**config.mk**
```make
export PLATFORM = sky130hd
export DESIGN_NAME = sdram_cmd_scheduler
export DESIGN_NICKNAME = d
export VERILOG_FILES = /design/src/rtl/sdram_pkg.sv /design/src/rtl/sdram_sched_stats.sv /design/src/rtl/sdram_cmd_scheduler.sv
export SDC_FILE = /design/constraint.sdc
export NUM_CORES = 1
export LEC_CHECK = 0
export CAP_MARGIN = 20
export CORE_MARGIN = 5
export CORE_UTILIZATION = 43
export CTS_CLUSTER_DIAMETER = 120
export DETAILED_ROUTE_END_ITERATION = 8
export GPL_ROUTABILITY_DRIVEN = 0
export PLACE_DENSITY = 0.87
export SYNTH_ARGS = -nofsm -noshare
export SYNTH_HDL_FRONTEND = slang
export SYNTH_HIERARCHICAL = 1
export SYNTH_SLANG_ARGS = --single-unit
```
**constraint.sdc**
```tcl
create_clock -name clk -period 4.9 [get_ports clk]
set_input_delay 0.49 -clock clk [delete_from_list [all_inputs] [get_ports clk]]
set_output_delay 0.49 -clock clk [all_outputs]
set_load 0.02 [all_outputs]
```
**src/rtl/sdram_pkg.sv**
```systemverilog
`default_nettype none
// ============================================================================
// sdram_pkg
// Shared states, request type and default geometry for the command scheduler.
// Revision: 1.0
// ============================================================================
package sdram_pkg;
  localparam int C_ROW_WIDTH       = 14;
  localparam int C_COL_WIDTH       = 10;
  localparam int C_NUM_GROUPS      = 2;
  localparam int C_BANKS_PER_GROUP = 4;
  localparam int C_BANKS           = C_NUM_GROUPS * C_BANKS_PER_GROUP;
  localparam int C_BANK_W          = $clog2(C_BANKS);
  localparam int C_CNT_W           = 16;

  // Bit positions in the one-hot statistics increment vector
  localparam int C_STAT_HIT        = 0;
  localparam int C_STAT_EMPTY      = 1;
  localparam int C_STAT_CONFLICT   = 2;

  typedef enum logic [3:0] {
    ST_IDLE,
    ST_LOOKUP,
    ST_PRE,
    ST_PRE_SETTLE,
    ST_WAIT_PRE,
    ST_ACT,
    ST_ACT_SETTLE,
    ST_WAIT_ACT,
    ST_ISSUE,
    ST_CLOSE
  } sched_state_t;

  typedef logic [C_ROW_WIDTH-1:0] bank_row_t;

  typedef struct packed {
    logic                   write;
    logic [C_BANK_W-1:0]    bank;
    bank_row_t              row;
    logic [C_COL_WIDTH-1:0] col;
  } sdram_req_t;
endpackage
`default_nettype wire

```
**src/rtl/sdram_sched_stats.sv**
```systemverilog
`default_nettype none
// ============================================================================
// sdram_sched_stats
// Wrapping page-hit / page-empty / page-conflict counters, one-hot increments.
// Revision: 1.0
// ============================================================================
module sdram_sched_stats
  import sdram_pkg::*;
(
  input  logic               clk,
  input  logic               rst,
  input  logic [2:0]         inc,
  output logic [C_CNT_W-1:0] hit_cnt,
  output logic [C_CNT_W-1:0] empty_cnt,
  output logic [C_CNT_W-1:0] conflict_cnt
);
  logic [C_CNT_W-1:0] r_hit;
  logic [C_CNT_W-1:0] r_empty;
  logic [C_CNT_W-1:0] r_conflict;

  always_ff @(posedge clk or posedge rst) begin
    if (rst) begin
      r_hit      <= '0;
      r_empty    <= '0;
      r_conflict <= '0;
    end else begin
      if (inc[C_STAT_HIT])      r_hit      <= r_hit + C_CNT_W'(1);
      if (inc[C_STAT_EMPTY])    r_empty    <= r_empty + C_CNT_W'(1);
      if (inc[C_STAT_CONFLICT]) r_conflict <= r_conflict + C_CNT_W'(1);
    end
  end

  assign hit_cnt      = r_hit;
  assign empty_cnt    = r_empty;
  assign conflict_cnt = r_conflict;
endmodule
`default_nettype wire

```
**src/rtl/sdram_cmd_scheduler.sv**
```systemverilog
`default_nettype none
// ============================================================================
// sdram_cmd_scheduler
// Single-requester scheduler: precharge/activate as needed, then column command.
// Option: SDRAM_SCHED_AUTO_PRECHARGE_EN selects closed-page policy.
// Revision: 1.0
// ============================================================================
module sdram_cmd_scheduler
  import sdram_pkg::*;
#(
  parameter  int ROW_WIDTH       = C_ROW_WIDTH,
  parameter  int COL_WIDTH       = C_COL_WIDTH,
  parameter  int NUM_GROUPS      = C_NUM_GROUPS,
  parameter  int BANKS_PER_GROUP = C_BANKS_PER_GROUP,
  parameter  int BANKS           = NUM_GROUPS * BANKS_PER_GROUP,
  localparam int BANK_W          = $clog2(BANKS)
) (
  input  logic                            clk,
  input  logic                            rst,
  input  logic                            req_valid,
  output logic                            req_ready,
  input  logic                            req_write,
  input  logic [BANK_W-1:0]               req_bank,
  input  logic [ROW_WIDTH-1:0]            req_row,
  input  logic [COL_WIDTH-1:0]            req_col,
  input  logic [BANKS-1:0][ROW_WIDTH-1:0] bank_active_row,
  input  logic [BANKS-1:0]                bank_active,
  input  logic [BANKS-1:0]                bank_blocked,
  output logic [BANKS-1:0]                precharge_out,
  output logic [BANKS-1:0]                activate_out,
  output logic [ROW_WIDTH-1:0]            row_address_out,
  output logic                            cmd_valid,
  input  logic                            cmd_ready,
  output logic                            cmd_write,
  output logic [BANK_W-1:0]               cmd_bank,
  output logic [ROW_WIDTH-1:0]            cmd_row,
  output logic [COL_WIDTH-1:0]            cmd_col,
  output logic [C_CNT_W-1:0]              hit_cnt,
  output logic [C_CNT_W-1:0]              empty_cnt,
  output logic [C_CNT_W-1:0]              conflict_cnt
);
  sched_state_t           r_state;
  sched_state_t           w_next;
  logic                   r_write;
  logic [BANK_W-1:0]      r_bank;
  logic [ROW_WIDTH-1:0]   r_row;
  logic [COL_WIDTH-1:0]   r_col;
  logic [BANKS-1:0]       w_bank_sel;
  logic                   w_blocked;
  logic                   w_open;
  logic                   w_row_hit;
  logic [2:0]             w_inc;

  assign w_bank_sel = BANKS'(1) << r_bank;
  assign w_blocked  = bank_blocked[r_bank];
  assign w_open     = bank_active[r_bank];
  assign w_row_hit  = (bank_active_row[r_bank] == r_row);

  always_ff @(posedge clk or posedge rst) begin
    if (rst) begin
      r_state <= ST_IDLE;
      r_write <= 1'b0;
      r_bank  <= '0;
      r_row   <= '0;
      r_col   <= '0;
    end else begin
      r_state <= w_next;
      if (r_state == ST_IDLE && req_valid) begin
        r_write <= req_write;
        r_bank  <= req_bank;
        r_row   <= req_row;
        r_col   <= req_col;
      end
    end
  end

  // Outputs decode from state only, so cmd_ready never reaches cmd_valid.
  always_comb begin
    w_next        = r_state;
    req_ready     = 1'b0;
    cmd_valid     = 1'b0;
    precharge_out = '0;
    activate_out  = '0;
    w_inc         = '0;
    case (r_state)
      ST_IDLE: begin
        req_ready = 1'b1;
        if (req_valid) w_next = ST_LOOKUP;
      end
      ST_LOOKUP: begin
        if (!w_blocked) begin
          if (w_open && w_row_hit) begin
            w_inc[C_STAT_HIT] = 1'b1;
            w_next            = ST_ISSUE;
          end else if (w_open) begin
            w_inc[C_STAT_CONFLICT] = 1'b1;
            w_next                 = ST_PRE;
          end else begin
            w_inc[C_STAT_EMPTY] = 1'b1;
            w_next              = ST_ACT;
          end
        end
      end
      ST_PRE: begin
        precharge_out = w_bank_sel;
        w_next        = ST_PRE_SETTLE;
      end
      // Settle cycles cover the tracker's one-cycle lag before blocked rises.
      ST_PRE_SETTLE: w_next = ST_WAIT_PRE;
      ST_WAIT_PRE:   if (!w_blocked) w_next = ST_ACT;
      ST_ACT: begin
        activate_out = w_bank_sel;
        w_next       = ST_ACT_SETTLE;
      end
      ST_ACT_SETTLE: w_next = ST_WAIT_ACT;
      ST_WAIT_ACT:   if (!w_blocked) w_next = ST_ISSUE;
      ST_ISSUE: begin
        cmd_valid = 1'b1;
`ifdef SDRAM_SCHED_AUTO_PRECHARGE_EN
        if (cmd_ready) w_next = ST_CLOSE;
`else
        if (cmd_ready) w_next = ST_IDLE;
`endif
      end
`ifdef SDRAM_SCHED_AUTO_PRECHARGE_EN
      ST_CLOSE: begin
        precharge_out = w_bank_sel;
        w_next        = ST_IDLE;
      end
`endif
      default: w_next = ST_IDLE;
    endcase
  end

  assign row_address_out = r_row;
  assign cmd_write       = r_write;
  assign cmd_bank        = r_bank;
  assign cmd_row         = r_row;
  assign cmd_col         = r_col;

  sdram_sched_stats u_stats (
    .clk          (clk),
    .rst          (rst),
    .inc          (w_inc),
    .hit_cnt      (hit_cnt),
    .empty_cnt    (empty_cnt),
    .conflict_cnt (conflict_cnt)
  );
endmodule
`default_nettype wire

```
Word-level counts from Yosys, hierarchy flattened --
Cells that the tools add are included.
Storage, ports and cells: output and inout bits 108, logic and storage cells 55, bits in registers 80, input port bits 160
Operators by class: $add $sub $neg 3, $lt $le $gt $ge 1, equal/unequal tests 14, reduce and logical (&&, ||, !) cells 4, mux-type cells 24, shift-type cells 1
Operators with widths (number):
- $add 16x1->16 const B | 3
- $bmux 14 s3 | 1
- $pmux 4 s9 | 1
- $mux 4 | 6
- $eq 4x3->1 const B | 4
- $mux 8 | 2
- $eq 14x14->1 | 1
- $mux 14 | 1
- $ne 2x2->1 const B | 5
- $mux 3 | 3
- $eq 4x2->1 const B | 2
- $shl 1x3->8 const A | 1
- $mux 1 | 7
- $bmux 1 s3 | 2
- $reduce_and 5->1 | 1
- $eq 4x1->1 const B | 1
- $eq 4x4->1 const B | 1
- $logic_not 4->1 | 1
- $lt 3x4->1 const B | 1
- $logic_and 1x1->1 | 2
- $mux 2 | 1

Longest topological paths before layout --
Gate-level depths: netlist of the first run.
word-level depth 7, gate-level depth with buffers 15, gate-level depth less buffers 11

Hierarchy --
Netlist of the first run, hierarchy kept.
By module, submodules not included:
- sdram_cmd_scheduler | cells an instance 276, area an instance 2849.0 µm², seq. area each 800.8 µm², times used 1
- sdram_sched_stats | cells an instance 168, area an instance 2067.0 µm², seq. area each 1201.2 µm², times used 1

Worst setup path after synthesis of the first run --
Ideal clock, no wire load.
path kind reg2reg, from register r_bank[2], in the netlist cmd_bank[2], to register u_stats.r_hit[11], in the netlist u_stats/hit_cnt[11], setup slack 1.762 ns, arrival time 3.058 ns, required time 4.820 ns, stages on the path, launching flop included 15, setup time 0.080 ns, cells stage by stage dfrtp_1 buf_6 buf_6 mux2i_1 a22oi_1 o221ai_1 xnor2_1 or4_1 nor2_1 and4_1 buf_2 nand4_1 nor3_2 and3_1 xor2_1
On the way: word-level cells in the longest chain between the ends 7
Ends and longest elaborated chain:
- from (decl) | RTL line sdram_cmd_scheduler.sv:45 | logic [BANK_W-1:0] r_bank;
- from (signal assigned) | RTL line sdram_cmd_scheduler.sv:70 | r_bank <= req_bank;
- $bmux 14 s3 | RTL line sdram_cmd_scheduler.sv:57 | assign w_row_hit = (bank_active_row[r_bank] == r_row);
- $mux 14 (not written as such) | RTL line sdram_cmd_scheduler.sv:57
- $eq 14x14->1 | RTL line sdram_cmd_scheduler.sv:57
- $logic_and 1x1->1 | RTL line sdram_cmd_scheduler.sv:92 | if (w_open && w_row_hit) begin
- $mux 1 | RTL line sdram_cmd_scheduler.sv:92
- $mux 3 * | RTL line sdram_cmd_scheduler.sv:91 | if (!w_blocked) begin
- $mux 3 * | RTL line sdram_cmd_scheduler.sv:85 | case (r_state)
- net w_inc[0] | RTL line sdram_cmd_scheduler.sv:52 | logic [2:0] w_inc;
- to (signal assigned) | RTL line sdram_sched_stats.sv:27 | if (inc[C_STAT_HIT]) r_hit <= r_hit + C_CNT_W'(1);
- to (decl) | RTL line sdram_sched_stats.sv:17 | logic [C_CNT_W-1:0] r_hit;
The timed path passes the listed nets; every way through them passes the cells marked *. The select of a mux whose other input is x is not followed. A chain may end at the register's enable or synchronous reset.

Worst setup path in the final report of the first run --
from register r_bank[0], in the netlist cmd_bank[0], to register u_stats.r_conflict[8], in the netlist u_stats/conflict_cnt[8]
On the way: word-level cells in the longest chain between the ends 7
Ends and longest elaborated chain:
- $bmux 14 s3 | RTL line sdram_cmd_scheduler.sv:57
- $mux 14 (not written as such) | RTL line sdram_cmd_scheduler.sv:57
- $eq 14x14->1 | RTL line sdram_cmd_scheduler.sv:57
- $logic_and 1x1->1 | RTL line sdram_cmd_scheduler.sv:92
- $mux 2 | RTL line sdram_cmd_scheduler.sv:92
- $mux 3 * | RTL line sdram_cmd_scheduler.sv:91
- $mux 3 * | RTL line sdram_cmd_scheduler.sv:85
- net w_inc[2] | RTL line sdram_cmd_scheduler.sv:52
- to (signal assigned) | RTL line sdram_sched_stats.sv:29 | if (inc[C_STAT_CONFLICT]) r_conflict <= r_conflict + C_CNT_W'(1);
- to (decl) | RTL line sdram_sched_stats.sv:19 | logic [C_CNT_W-1:0] r_conflict;
Marks and branches as above.

==> results of run 1 <==
==> registers in the layout (all words and copies together), names as in the netlist <==
signal                flops
u_stats/empty_cnt        16
cmd_row                  14
cmd_bank                  3
cmd_write                 1
cmd_col                  10
u_stats/hit_cnt          16
r_state                   4
u_stats/conflict_cnt     16
==> area by class of cell <==
class	count	share of cell area [%]
antenna	1	0.0315
tap	143	2.25
timing repair buffer	276	35.0
sequential	80	25.2
clock buffer	10	2.88
clock inverter	6	1.15
multi-input combinational	325	33.4
inverter	4	0.189
==> through the flow <==
stage	cell area [um2]	cells	total power [uW]	util (%)
finish	7950	845	3840	70.2
global route	7950	845	4070	70.2
CTS	7920	843	3850	70.0
detailed placement	7600	827	3110	67.2
global placement	7570	826	3070	66.9
floorplan	4920	444	2380	-
==> final timing paths <==
check / from / to / slack (ps)
max: cmd_bank[0] / u_stats/conflict_cnt[8] / 990
max in group asynchronous: rst / u_stats/empty_cnt[3] / 3860
max reg2reg: cmd_bank[0] / u_stats/conflict_cnt[8] / 990
min in group asynchronous: rst / cmd_col[6] / 590
min reg2reg: u_stats/conflict_cnt[15] / u_stats/conflict_cnt[15] / 490
min: u_stats/conflict_cnt[15] / u_stats/conflict_cnt[15] / 490
==> metal layers <==
layer,GRT usage [%],part of all wire (%),up-vias
met1,27.0,36,2159
met5,0,0,-
met2,44.1,53,193
met3,7.25,8.4,32
met4,7.72,2.6,0
li1,-,-,2103
==> cell families after synthesis <==
logic type	count (synthesis)
flip-flops	80
AND/OR/NAND/NOR	139
adder cells (fa/ha/maj)	3
AO/OA/AOI/OAI	43
buffers and inverters	39
XOR/XNOR	57
multiplexers	83
==> cells in the mapped netlist, types with 4 or more instances <==
cell type  instances  area, um2
a21oi_1            4       20.0
a22o_1             4       35.0
and2_1             4       25.0
and3_1            16        100
and4_1             4       35.0
buf_2              5       25.0
buf_4             17        128
buf_6              6       67.6
clkbuf_1           7       26.3
dfrtp_1           80       2000
mux2_1             4       45.0
mux2_2            39        439
mux2i_1           28        280
mux4_2            11        248
nand2_1           28        105
nand2b_1           4       25.0
nand3_1           12       60.1
nand4_1           12       75.1
nor2_1            29        109
nor2b_1            4       25.0
nor3_1             8       40.0
o21ai_1            5       25.0
o22a_1             4       35.0
o22ai_1            4       25.0
xnor2_1           32        280
xor2_1            25        219
==> cells in the final DEF, fill, tap and decap left out, types with 5 or more instances in the layout <==
cell,count
mux2_2,39
xnor2_1,32
buf_4,7
nand3_1,12
and3_1,16
mux4_2,11
clkdlybuf4s50_1,267
xor2_1,25
o21ai_1,5
nor2_1,29
mux2i_1,28
nand4_1,12
dfrtp_1,79
nand2_1,28
nor3_1,8
clkbuf_16,9
==> worst reg2reg max path, stage by stage (launching register included) <==
cell and delay (ps):
dfrtp_1 710, buf_4 290, mux4_2 520, mux2i_1 240, o31ai_1 200, or3b_1 440, a31oi_1 470, nand4_1 230
nor2_1 320, and3_1 230, xor2_1 180
==> power by group <==
part           internal [uW]  switching [uW]
registers                814             280
clock network            450             270
logic                   1080             947
==> results.ini, run 1 <==
[clock_tree]
cts_hold_buf = 0
clock_latency_ps = 330
cts.clk_slew.worst_paths_ps = 60
h-tree-depth = 3
cts-resized-gates = 0
cts_max_path_buffers = 2
cts_setup_buffers = 0
numCtsBuffers = 9
root_buffer = clkbuf_16
cts_tree = built
cts_sinks = 80

[sta]
tightest_slew_ps = 647
grt_setup_unrepaired = no
slew_headroom_pct = 56.5
tns_ps = 0
hold_ws_ps = 487
finalCritPeriodShare_pct = 79.8
slew_violations = 0
min_period_ps = 3910
finalHoldViolCount = 0
setup_viol = 0
skew_ps = 8.58
max_freq_ghz = 0.256
layout_setup_ws_ps = 988

[power]
power_density_nw_per_um2 = 483
leakage_uw = 0.00337
peakVddDrop_mv = 0.373

[yosys]
synth_edf_count = 0
synth-simple-area-share_pct = 15.7
synth_area_per_cell_um2 = 11.1
syn_area_um2 = 4920
synth.area.mux_share_pct = 20.9
yosysSeqAreaShare_pct = 40.7
yosys_warnings = 6
synthesis.nets = 607
synth_compound_area_share_pct = 6.44
syn_inst = 444
synth_top_family_by_area = multiplexers
synthXorXnorAreaFrac_pct = 10.2
synthFlopType = dfrtp_1
ys_seq_elements = 80
synthArstFlopShare_pct = 100
synthAdderAreaFrac_pct = 0.764
synth_cell_type_count = 55

[grt]
globalRouteTotalUtil_pct = 24.2
grt_pass1_wl_um = 25200
antenna_found_initial = 1
grt_pass1_vias = 4731
grt-ovfl-total = 0
grt_start_max_net_pins = 49

[detailed_routing]
vias = 4487
wl_per_cell_um = 19.8
drc_errors = 0
drt-pass1-iter-count = 4
viasPerCell = 5.31
ant_nets = 0
drt_iter0_drc = 275
wl_um = 16700

[min_path]
whs_path_depth = 1
hp-class = flop to flop

[job]
maxCapViolCount = 0

[worst_setup_path]
worstPathArrival_ps = 4160
crit_cells = 10
cp_slowest_cell = dfrtp_1
cp_slowest_stage_delay_ps = 710
crit_path_end_kind = flop
cp-start-kind = flop
crit_chain = buf_4 > mux4_2 > mux2i_1 > o31ai_1 > or3b_1 > a31oi_1 > nand4_1 > nor2_1 > and3_1 > xor2_1
critical_path_class = flop to flop
crit_fanout = 17
cpLargestDelayFamily = simple AND/OR/NAND/NOR gates
worstPathRequired_ps = 5150
path_buf_inv = 1
worstRegToRegCells = 10

[place]
hpwl_um = 13800
port_buffers = 267
dp_slack_ps = 711

[floorplan]
core_um2 = 11300
die-width_um = 117
fp-row-count = 39
die_area_um2 = 13700
io-pin-count = 268
initial_core_util_pct = 43.4
die_h_um = 117

[final_layout]
seqCellArea_um2 = 2000
fill_cells = 814
area_growth_syn_to_layout_pct = 61.8
nets = 859
multi_input_area_um2 = 2650
drive_gt1_share_pct = 11.7

[outcome]
status = finished, final reports clean

Note: power is estimated with default switching activity, not from simulation.
==> run 2: changes to the inputs <==
Settings changed: CORE_UTILIZATION 43 to 36, PLACE_DENSITY 0.87 to 0.77.
Clock period 4.9 ns to 3.2 ns, I/O delays scaled along.
==> run 2 against run 1 <==
Against the previous run:
- maximum frequency increased by 28%
- power rose by 66%
- hold slack worse by 160 ps
- critical path type unchanged
- core utilization shrank 7.2 points
- routed wire length rose by 3.6%
- flip-flop and latch count is the same
==> results.ini, run 2 (synthesis gave the netlist of run 1 again) <==
[clock_tree]
root_buffer = clkbuf_16
clock_latency_ps = 330
cts_tree = built
cts_hold_buf = 0
cts_sinks = 80
h-tree-depth = 3
cts_max_path_buffers = 2
numCtsBuffers = 9
cts.clk_slew.worst_paths_ps = 60

[floorplan]
fp-row-count = 42
initial_core_util_pct = 37.0
io-pin-count = 268
die-width_um = 127
core_um2 = 13300
die_area_um2 = 16100
die_h_um = 127

[final_layout]
diodes = 0
final_common_cell = clkdlybuf4s50_1
fin_area_um2 = 8380
area_growth_syn_to_layout_pct = 70.4
fill_cells = 1074
layout_common_cells = clkdlybuf4s50_1 (267), dfrtp_1 (78), mux2_2 (39)
fin_util_pct = 63.0
nets = 888
drive_gt1_share_pct = 18.2

[place]
hpwl_um = 13900
dpl_cell_area_um2 = 7800
port_buffers = 267

[worst_setup_path]
cp-start-kind = flop
worstPathArrival_ps = 3310
cp_slowest_stage_delay_ps = 500
reg2reg_slack_ps = 140
worstPathRequired_ps = 3450
crit_path_end_kind = flop
crit_top_cell = buf_4
r2r-start = cmd_bank[1]
r2r-end = u_stats/hit_cnt[11]
cpLargestDelayFamily = simple AND/OR/NAND/NOR gates
worstRegToRegCells = 13
crit_fanout = 6
critical_path_class = flop to flop
crit_chain = buf_12 > buf_4 > buf_4 > mux4_2 > a2bb2oi_2 > xnor2_1 > or4_4 > nor2_2 > and4_4 > nand4_1 > nor3_2 > and3_1 > xor2_1
cp_slowest_cell = or4_4
path_buf_inv = 3

[grt]
grt_pass1_vias = 4960
globalRouteTotalUtil_pct = 20.9
antenna_found_initial = 0
grt-ovfl-total = 0
grt_start_max_net_pins = 34
grt_pass1_wl_um = 26500

[power]
peakVddDrop_mv = 0.579
leakage_uw = 0.00355
power_density_nw_per_um2 = 760
finalPower_uw = 6360

[sta]
max_freq_ghz = 0.327
skew_ps = 7.27
tightest_slew_ps = 847
min_period_ps = 3060
slew_violations = 0
finalCritPeriodShare_pct = 95.5
setup_viol = 0
slew_headroom_pct = 43.4
finalHoldViolCount = 0

[detailed_routing]
drt-pass1-iter-count = 4
viasPerCell = 5.13
wl_um = 17300
wl_per_cell_um = 19.2
vias = 4644
drt_iter0_drc = 200
drc_errors = 0
ant_nets = 0

[outcome]
status = finished, final reports clean

[job]
maxCapViolCount = 0

[min_path]
hp-class = input pin to asynchronous set/reset pin

-- run 2: cell count changes in the layout (fill, tap and decap cells not counted), sizes merged --
cell    change
buf        +27
clkbuf      +2
diode       -1
inv         -1
-- run 2: worst reg2reg max path, stage by stage (launching register included) --
cell and delay, ps:
dfrtp_2 430, buf_12 150, buf_4 130, buf_4 150, mux4_2 290, a2bb2oi_2 170
xnor2_1 70, or4_4 500, nor2_2 150, and4_4 250, nand4_1 140, nor3_2 180
and3_1 220, xor2_1 160
-- run 2: per-layer routing --
metal	up-vias	track usage, %	wire length [um]
met5	-	0	0
met4	0	7.38	509
met3	39	6.22	1400
met2	206	35.3	8700
met1	2232	25.2	6730
li1	2167	-	-
-- run 2: final cells by class --
type                       count  area [um2]  area share [%]
timing repair buffer         305        3060            36.5
multi-input combinational    325        2760            32.9
sequential                    80        2000            23.9
clock buffer                  10         239            2.85
tap                          176         220            2.63
clock inverter                 5        78.8           0.941
inverter                       4        15.0           0.179
-- run 2: what timing repair did --
item | 4_1_cts | 5_1_grt
gates resized for setup | 7 | 20
gates cloned | 0 | 2
setup buffers | 7 | 2
endpoints found under the setup margin | 7 | 16
pin swaps | 1 | 5
-- run 2: through the flow --
step / instances / setup slack (ps) / setup TNS [ps] / hold slack (ps)
after floorplan: 444 / 62.3 / 0 / 436
after global placement: 879 / 42.0 / 0 / 455
after detailed placement: 879 / -103 / -687 / 466
after CTS: 901 / 16.7 / 0 / 321
after global routing: 905 / -45.4 / -123 / 368
final: 905 / 145 / 0 / 327
-- run 2: worst max-delay path by stage --
| stage | from | to | slack (ps) | depth (start not counted) |
|---|---|---|---|---|
| after floorplan | cmd_bank[2] | u_stats/hit_cnt[11] | 60 | 14 |
| after global placement | bank_active_row[83] | u_stats/hit_cnt[13] | 40 | 11 |
| after detailed placement | bank_blocked[1] | u_stats/conflict_cnt[8] | -100 | 10 |
| after CTS | cmd_bank[1] | u_stats/hit_cnt[11] | 20 | 13 |
| after global routing | cmd_bank[2] | u_stats/hit_cnt[13] | -50 | 12 |
| final | cmd_bank[1] | u_stats/hit_cnt[11] | 140 | 13 |
-- run 2: power by group --
group,internal [uW],total [uW],switching (uW),leakage [uW]
sequential,1250,1590,342,0.00105
combinational,1960,3670,1710,0.00234
clock,700,1100,400,0.000159
